--- src/rtl/lanes_rx_ctrl.sv ---
// Sequencer for the two-lane RX deserializer.
// Brings the deserializer up after rx_on, waits for its first valid word, supervises
// descr_rst symbol-boundary pulses with a watchdog, handles generation-speed changes,
// retries failed bring-ups and latches a link failure after MAX_RETRY in a row.
module lanes_rx_ctrl #(
    parameter int SETTLE_CYCLES = 16,
    parameter int FIRST_TIMEOUT = 512,
    parameter int WDOG_CYCLES   = 256,
    parameter int MAX_RETRY     = 3,
    parameter int CNT_WIDTH     = 16
) (
    input  logic                 clk,
    input  logic                 rst,
    input  logic                 rx_on,
    input  logic [1:0]           gen_speed_req,
    input  logic                 enable_dec,
    input  logic                 descr_rst,
    output logic                 enable_deser,
    output logic [1:0]           gen_speed,
    output logic                 rx_ready,
    output logic                 speed_chg_done,
    output logic                 retry_err,
    output logic                 link_fail,
    output logic [CNT_WIDTH-1:0] sym_count
);

    // One shared timer serves the settle count, the first-word timeout and the watchdog,
    // so it must be wide enough for the longest of the three.
    localparam int T_MAX = (SETTLE_CYCLES > FIRST_TIMEOUT)
                         ? ((SETTLE_CYCLES > WDOG_CYCLES) ? SETTLE_CYCLES : WDOG_CYCLES)
                         : ((FIRST_TIMEOUT > WDOG_CYCLES) ? FIRST_TIMEOUT : WDOG_CYCLES);
    localparam int TW    = (T_MAX > 1) ? $clog2(T_MAX) : 1;
    localparam int RW    = $clog2(MAX_RETRY + 1);

    typedef enum logic [2:0] {
        IDLE,
        SETTLE,
        WAIT_FIRST,
        ACTIVE,
        FAIL
    } state_t;

    state_t          state;
    logic [TW-1:0]   timer;
    logic [RW-1:0]   retry_cnt;
    logic            chg_flag;

    logic [1:0]      req_norm;
    logic            speed_diff;
    logic            retry_last;

    // Speed code 11 is not a real generation; it maps onto GEN4 (00).
    assign req_norm   = (gen_speed_req == 2'b11) ? 2'b00 : gen_speed_req;
    assign speed_diff = (req_norm != gen_speed);
    // This failure is the one that exhausts the retry budget.
    assign retry_last = (retry_cnt >= RW'(MAX_RETRY - 1));

    // Sequencer state, timer, retry bookkeeping and all registered outputs.
    always_ff @(posedge clk or negedge rst) begin
        if (!rst) begin
            state          <= IDLE;
            timer          <= '0;
            retry_cnt      <= '0;
            chg_flag       <= 1'b0;
            enable_deser   <= 1'b0;
            gen_speed      <= 2'b00;
            rx_ready       <= 1'b0;
            speed_chg_done <= 1'b0;
            retry_err      <= 1'b0;
            link_fail      <= 1'b0;
            sym_count      <= '0;
        end else begin
            // NOTE: sequential state uses non-blocking assignments only; the pulse outputs
            // get a default of 0 here and are overridden below on the single cycle they fire.
            speed_chg_done <= 1'b0;
            retry_err      <= 1'b0;

            if (!rx_on) begin
                // Dropping rx_on wins over every other event in every state.
                state        <= IDLE;
                timer        <= '0;
                retry_cnt    <= '0;
                chg_flag     <= 1'b0;
                enable_deser <= 1'b0;
                rx_ready     <= 1'b0;
                link_fail    <= 1'b0;
                sym_count    <= '0;
            end else begin
                case (state)
                    IDLE: begin
                        state     <= SETTLE;
                        gen_speed <= req_norm;
                        timer     <= '0;
                    end

                    SETTLE: begin
                        if (speed_diff) begin
                            // Deserializer is still disabled, so the new speed can be
                            // applied directly; settle time starts over.
                            gen_speed <= req_norm;
                            timer     <= '0;
                        end else if (timer == TW'(SETTLE_CYCLES - 1)) begin
                            state        <= WAIT_FIRST;
                            enable_deser <= 1'b1;
                            timer        <= '0;
                        end else begin
                            timer <= timer + 1'b1;
                        end
                    end

                    WAIT_FIRST: begin
                        if (speed_diff) begin
                            state        <= SETTLE;
                            enable_deser <= 1'b0;
                            gen_speed    <= req_norm;
                            chg_flag     <= 1'b1;
                            timer        <= '0;
                        end else if (enable_dec) begin
                            state          <= ACTIVE;
                            rx_ready       <= 1'b1;
                            retry_cnt      <= '0;
                            speed_chg_done <= chg_flag;
                            chg_flag       <= 1'b0;
                            sym_count      <= '0;
                            timer          <= '0;
                        end else if (timer == TW'(FIRST_TIMEOUT - 1)) begin
                            retry_err    <= 1'b1;
                            retry_cnt    <= retry_cnt + 1'b1;
                            enable_deser <= 1'b0;
                            timer        <= '0;
                            if (retry_last) begin
                                state     <= FAIL;
                                link_fail <= 1'b1;
                            end else begin
                                state <= SETTLE;
                            end
                        end else begin
                            timer <= timer + 1'b1;
                        end
                    end

                    ACTIVE: begin
                        if (speed_diff) begin
                            state        <= SETTLE;
                            enable_deser <= 1'b0;
                            rx_ready     <= 1'b0;
                            gen_speed    <= req_norm;
                            chg_flag     <= 1'b1;
                            sym_count    <= '0;
                            timer        <= '0;
                        end else if (descr_rst) begin
                            // A boundary pulse on the expiry cycle still counts as progress.
                            sym_count <= sym_count + 1'b1;
                            timer     <= '0;
                        end else if (!enable_dec || (timer == TW'(WDOG_CYCLES - 1))) begin
                            // Lost word alignment or silent deserializer: retry from settle.
                            retry_err    <= 1'b1;
                            retry_cnt    <= retry_cnt + 1'b1;
                            enable_deser <= 1'b0;
                            rx_ready     <= 1'b0;
                            sym_count    <= '0;
                            timer        <= '0;
                            if (retry_last) begin
                                state     <= FAIL;
                                link_fail <= 1'b1;
                            end else begin
                                state <= SETTLE;
                            end
                        end else begin
                            timer <= timer + 1'b1;
                        end
                    end

                    FAIL: begin
                        // Held here until rx_on is withdrawn.
                        enable_deser <= 1'b0;
                        link_fail    <= 1'b1;
                    end

                    default: begin
                        state <= IDLE;
                    end
                endcase
            end
        end
    end

endmodule

--- config.mk ---
export PLATFORM = sky130hd
export DESIGN_NAME = lanes_rx_ctrl
export DESIGN_NICKNAME = d
export VERILOG_FILES = /design/src/rtl/lanes_rx_ctrl.sv
export SDC_FILE = /design/constraint.sdc
export NUM_CORES = 1
export LEC_CHECK = 0
export BUFFER_PORTS_ARGS = -buffer_cell sky130_fd_sc_hd__clkbuf_2
export CORE_AREA = 2 2 74 76
export CTS_CLUSTER_SIZE = 25
export DETAILED_ROUTE_END_ITERATION = 10
export DIE_AREA = 0 0 76 78
export GPL_TIMING_DRIVEN = 0
export REMOVE_ABC_BUFFERS = 1
export SYNTH_ARGS = -nofsm -noshare
export SYNTH_HDL_FRONTEND = slang
export SYNTH_SLANG_ARGS = --single-unit
--- constraint.sdc ---
create_clock -name clk -period 3.4 [get_ports clk]
set_input_delay 0.17 -clock clk [delete_from_list [all_inputs] [get_ports clk]]
set_output_delay 0.17 -clock clk [all_outputs]
set_load 0.05 [all_outputs]
=== Word level (Yosys, flattened, before mapping) ===
Index checks and enable logic that the tools add are counted.

* Bits of input ports: 7
* Bits in registers: 38

* $lt $le $gt $ge: 1
* Multiplexer cells: 79
* Add/sub/neg operators: 3
* Reductions and logical operators: 13
* Equal/unequal tests: 33

{| class="wikitable"
|+ Operator list
! kind !! count
|-
| $mux 16 || 6
|-
| $mux 9 || 9
|-
| $pmux 9 s4 || 1
|-
| $mux 1 || 35
|-
| $pmux 16 s2 || 1
|-
| $mux 3 || 10
|-
| $ne 3x3->1 const B || 10
|-
| $ne 4x4->1 const B || 6
|-
| $mux 2 || 9
|-
| $add 16x1->16 const B || 1
|-
| $pmux 3 s5 || 1
|-
| $reduce_and 7->1 || 2
|-
| $reduce_and 6->1 || 2
|-
| $ne 5x1->1 const B || 2
|-
| $ne 5x5->1 const B || 2
|-
| $add 9x1->9 const B || 1
|-
| $eq 9x4->1 const B || 1
|-
| $eq 9x8->1 const B || 1
|-
| $eq 9x9->1 const B || 1
|-
| $pmux 2 s2 || 2
|-
| $eq 3x2->1 const B || 2
|-
| $pmux 1 s2 || 3
|-
| $reduce_and 3->1 || 2
|-
| $reduce_and 5->1 || 1
|-
| other kinds (18) || 18
|}

=== Longest topological paths before layout ===
* Word-level depth: 7
* Mapped depth: 12
* Depth with buffers taken out: 12

=== Worst setup path after synthesis ===
Ideal clock, no wire load.

* Path kind: flip-flop to flip-flop
* From: register gen_speed[0]
* To: register sym_count[13]
* Data required time: 3,313 ps
* Buffers on the path: 0
* Data arrival time: 2,336 ps
* Period minus slack after synthesis: 2,424 ps
* Path slack: 976 ps
* Cell stages (with the launch flop): 7
* Cell sequence: dfrtp_1 -> and4bb_2 -> a211oi_4 -> o21ai_2 -> o21bai_1 -> or4_1 -> o211ai_1

* Cells in the longest elaborated chain, start to end: 4
* Elaborated cells on any way between the ends: 7

{| class="wikitable"
|+ Ends and longest elaborated chain
! item !! RTL line !! RTL
|-
| start: declaration || 19 || <nowiki>output logic [1:0] gen_speed,</nowiki>
|-
| start signal: assignment || 92 || <nowiki>gen_speed <= req_norm;</nowiki>
|-
| start signal: assignment || 100 || <nowiki>gen_speed <= req_norm;</nowiki>
|-
| start signal: assignment || 115 || <nowiki>gen_speed <= req_norm;</nowiki>
|-
| $ne 2x2->1 (*) || 54 || <nowiki>assign speed_diff = (req_norm != gen_speed);</nowiki>
|-
| $mux 16 || 143 || <nowiki>if (speed_diff) begin</nowiki>
|-
| $pmux 16 s2 || 89 || <nowiki>case (state)</nowiki>
|-
| $mux 16 || 78 || <nowiki>if (!rx_on) begin</nowiki>
|-
| end signal: assignment || 153 || <nowiki>sym_count <= sym_count + 1'b1;</nowiki>
|-
| end: declaration || 24 || <nowiki>output logic [CNT_WIDTH-1:0] sym_count</nowiki>
|}

Mark *: on every way between the ends. The rest lies on a longest branch, timed or not.
A chain may end at the register's enable or synchronous reset.

=== Final worst setup path ===
* From: register timer[0]
* To: register enable_deser

* Cells in the longest elaborated chain, start to end: 4
* Elaborated cells on any way between the ends: 8

{| class="wikitable"
|+ Ends and longest elaborated chain
! item !! RTL line !! RTL
|-
| start: declaration || 44 || <nowiki>logic [TW-1:0] timer;</nowiki>
|-
| start signal: assignment || 107 || <nowiki>timer <= timer + 1'b1;</nowiki>
|-
| start signal: assignment || 138 || <nowiki>timer <= timer + 1'b1;</nowiki>
|-
| start signal: assignment || 170 || <nowiki>timer <= timer + 1'b1;</nowiki>
|-
| $eq 9x8->1 || 155 || <nowiki>end else if (!enable_dec || (timer == TW'(WDOG_CYCLES - 1))) begin</nowiki>
|-
| $logic_or 1x1->1 || 155 ||
|-
| $ne 4x4->1 (no source line) || -- ||
|-
| $reduce_and 7->1 (no source line) (*) || -- ||
|-
| end signal: assignment || 145 || <nowiki>enable_deser <= 1'b0;</nowiki>
|-
| end signal: assignment || 159 || <nowiki>enable_deser <= 1'b0;</nowiki>
|-
| end signal: assignment || 176 || <nowiki>enable_deser <= 1'b0;</nowiki>
|-
| end: declaration || 18 || <nowiki>output logic enable_deser,</nowiki>
|}

Marked as above.

==> summary.md <==
| Metric | Value |
|---|---|
| Row cnt | `26` |
| Post-Syn Instances | `252` |
| XOR/XNOR share of the synthesized area | `3.541%` |
| Synth Area in Simple Gates | `25.91%` |
| Crit. End Element | `register` |
| Number of synthesized register bits | `38` |
| Global route overflow | `0` |
| Synth Area in Adders | `2.811%` |
| Vias in the first global route | `1780` |
| GRT Util Overall | `17.73%` |
| Clk Latency, worst-skew pair | `280 ps` |
| Boundary Pins | `30` |
| Fin. max-slew vios | `0` |
| Fillers | `488` |
| Post-synth EDFFs | `0` |
| Hold_buf cts | `0` |
| Period utilization | `81.95%` |
| Seq/Total Area, Yosys | `42.72%` |
| DRC Markers | `0` |
| IO buf count | `29` |
| Avg Inst Size Synth | `8.833 µm²` |
| Area after DPL | `2424 µm²` |
| Via count | `1904` |
| Worst slew pin tran | `953.7 ps` |
| Clock Tree Buf Depth | `2` |
| Arrival time at the worst endpoint | `2960 ps` |
| Postcts setup bufs | `0` |
| Cell area after synthesis | `2226 µm²` |
| TritonCTS clock tree | `yes` |
| 1st-pass router iterations | `4` |
| GP Congestion | `0.8138` |
| Total power | `1.147 mW` |
| CTS sink count | `38` |
| Multiplexer share of the synthesized area | `1.012%` |
| Clock root cell | `clkbuf_8` |
| Post-cts sizing count | `0` |
| Share of cells above drive strength 1 | `16.91%` |
| WHS | `24.04 ps` |
| Design Area, Final | `2506 µm²` |
| Unrepaired setup endpoints after global routing | `false` |
| Height of the die | `78 µm` |
| Slew HR | `36.42%` |
| Wirelength per Cell | `13.65 µm` |
| Initial Util | `44.14%` |
| Area added between synthesis and finish | `12.59%` |
| Post-DP HPWL | `3348 µm` |
| Minimum clock period | `2786 ps` |
| Core area | `5042 µm²` |
| H-tree depth | `2` |
| Initial antenna violation count | `0` |
| First-pass GRT wire length | `8480 µm` |
| Routed wire length | `4750 µm` |
| PwrDens | `457.7 nW/µm²` |
| Final hold violations | `0` |
| CTS Buf Count | `5` |
| CP Launch Type | `register` |
| Ys Warns | `0` |
| WS Path Type | `register to register` |
| N_diodes | `0` |
| Final setup viols | `0` |
| Max frequency | `0.3589 GHz` |
| Status | `finished clean` |
| Leak | `1.101 nW` |
| Nets | `291` |
| Mean number of vias per cell | `5.471` |
| Fin Clk Skew | `2.872 ps` |
| Largest family of logic cells by synthesized area | `simple AND/OR/NAND/NOR gates` |
| Starting DRT DRC Count | `74` |
| Die width | `76 µm` |
| Maximum vdd drop | `0.0004291 V` |
| Yosys cell types | `51` |
| Final core occ | `49.70%` |
| Synth async-reset ratio | `100.0%` |
| Post-synthesis compound-gate area fraction | `20.74%` |
| Crit Path Max Fanout | `5` |
| CTS clk-pin slew, worst paths | `70 ps` |
| Commonest non-fill, non-tap cell in the layout | `dfrtp_1` |
| Max cap viols | `0` |
| Req. time, crit path | `3570 ps` |
| Setup TNS | `0 ps` |
| Most used flip-flop cell after synthesis | `dfrtp_1` |
| Commonest cells after routing, fill and taps aside | `38 x dfrtp_1, 35 x nand2_1, 32 x nor2_1, 29 x clkbuf_2, 18 x o21ai_0` |
| ANT nets after route | `0` |
| Largest net degree at the start of global routing | `39` |
| Die ar. | `5928 µm²` |
| Min-delay worst type | `primary input to asynchronous set/reset pin` |
final cells by class:
| cell class | instances | area [µm²] | share of cell area, % |
|---|---|---|---|
| multi-input combinational | 195 | 1202 | 47.98 |
| sequential | 38 | 950.9 | 37.94 |
| timing repair buffer | 29 | 145.1 | 5.791 |
| tap | 70 | 87.58 | 3.495 |
| clock buffer | 6 | 82.58 | 3.295 |
| inverter | 10 | 37.54 | 1.498 |
sequential cells by signal (all words and copies together), names as in the netlist, 2 cells and up:
signal / flops
state: 3
sym_count: 16
gen_speed: 2
retry_cnt: 2
timer: 9
cell usage after synthesis, types with 3 or more instances:
| master | count | area share (%) |
|---|---|---|
| and3_1 | 4 | 1.1 |
| inv_1 | 10 | 1.7 |
| o21ai_0 | 18 | 4.0 |
| nand2b_1 | 4 | 1.1 |
| nor2b_1 | 8 | 2.2 |
| a21oi_1 | 8 | 1.8 |
| ha_1 | 5 | 2.8 |
| dfrtp_1 | 38 | 43 |
| xor2_1 | 9 | 3.5 |
| clkbuf_1 | 6 | 1.0 |
| nor3b_1 | 3 | 1.0 |
| o2111ai_1 | 4 | 1.6 |
| o31ai_1 | 7 | 2.4 |
| nand2_1 | 35 | 5.9 |
| or4_1 | 4 | 1.3 |
| nand3_1 | 9 | 2.0 |
| nor3_1 | 3 | 0.67 |
| o211ai_1 | 5 | 1.7 |
| nor2_1 | 32 | 5.4 |
where the power goes:
group | switching (mW) | total [mW] | internal [mW] | leakage, nW
clock | 0.151 | 0.307 | 0.156 | 0.0431
combinational | 0.200 | 0.306 | 0.105 | 0.535
sequential | 0.0535 | 0.534 | 0.481 | 0.523
stage by stage:
stage	cells	setup WS [ps]
2_1_floorplan	243	981.7
3_3_place_gp	342	668.6
3_5_place_dp	342	678.9
4_1_cts	348	656.9
5_1_grt	348	318.4
6_report	348	613.7
worst max-delay path: stages (launching register included):
cell and delay (ps):
dfrtp_1 410, ha_1 230, nand3_1 180, inv_1 60
nand3_1 120, nor2_1 80, ha_1 210, nor2b_1 150
nor2b_1 130, a211oi_1 400, nor2_1 90, o31ai_1 260
mux2_2 360
path summary, 6_finish.rpt:
check / slack (ps) / to / start / cells after the start
setup / recovery: 610 / enable_deser / timer[0] / 12
hold / removal: 20 / sym_count[3] / rst / 1
setup reg to reg: 610 / enable_deser / timer[0] / 12
hold reg to reg: 510 / link_fail / link_fail / 1
max in group asynchronous: 2790 / speed_chg_done / rst / 1
min in group clk: 160 / gen_speed[0] / gen_speed_req[0] / 3
kinds of logic after synthesis:
family	Yosys count
compound gates	64
xor+xnor	9
fa+ha+maj	5
buf+inv	19
flops	38
mux	2
simple gates	115
per-layer routing:
metal  track usage, %  vias up  share of wire (%)
li1                 -      959                  -
met3            3.488        6                3.3
met1            24.11      904                 49
met5                0        -                  0
met2            28.21       35                 46
met4            6.545        0                1.3
(Power assumes the default switching activity.)
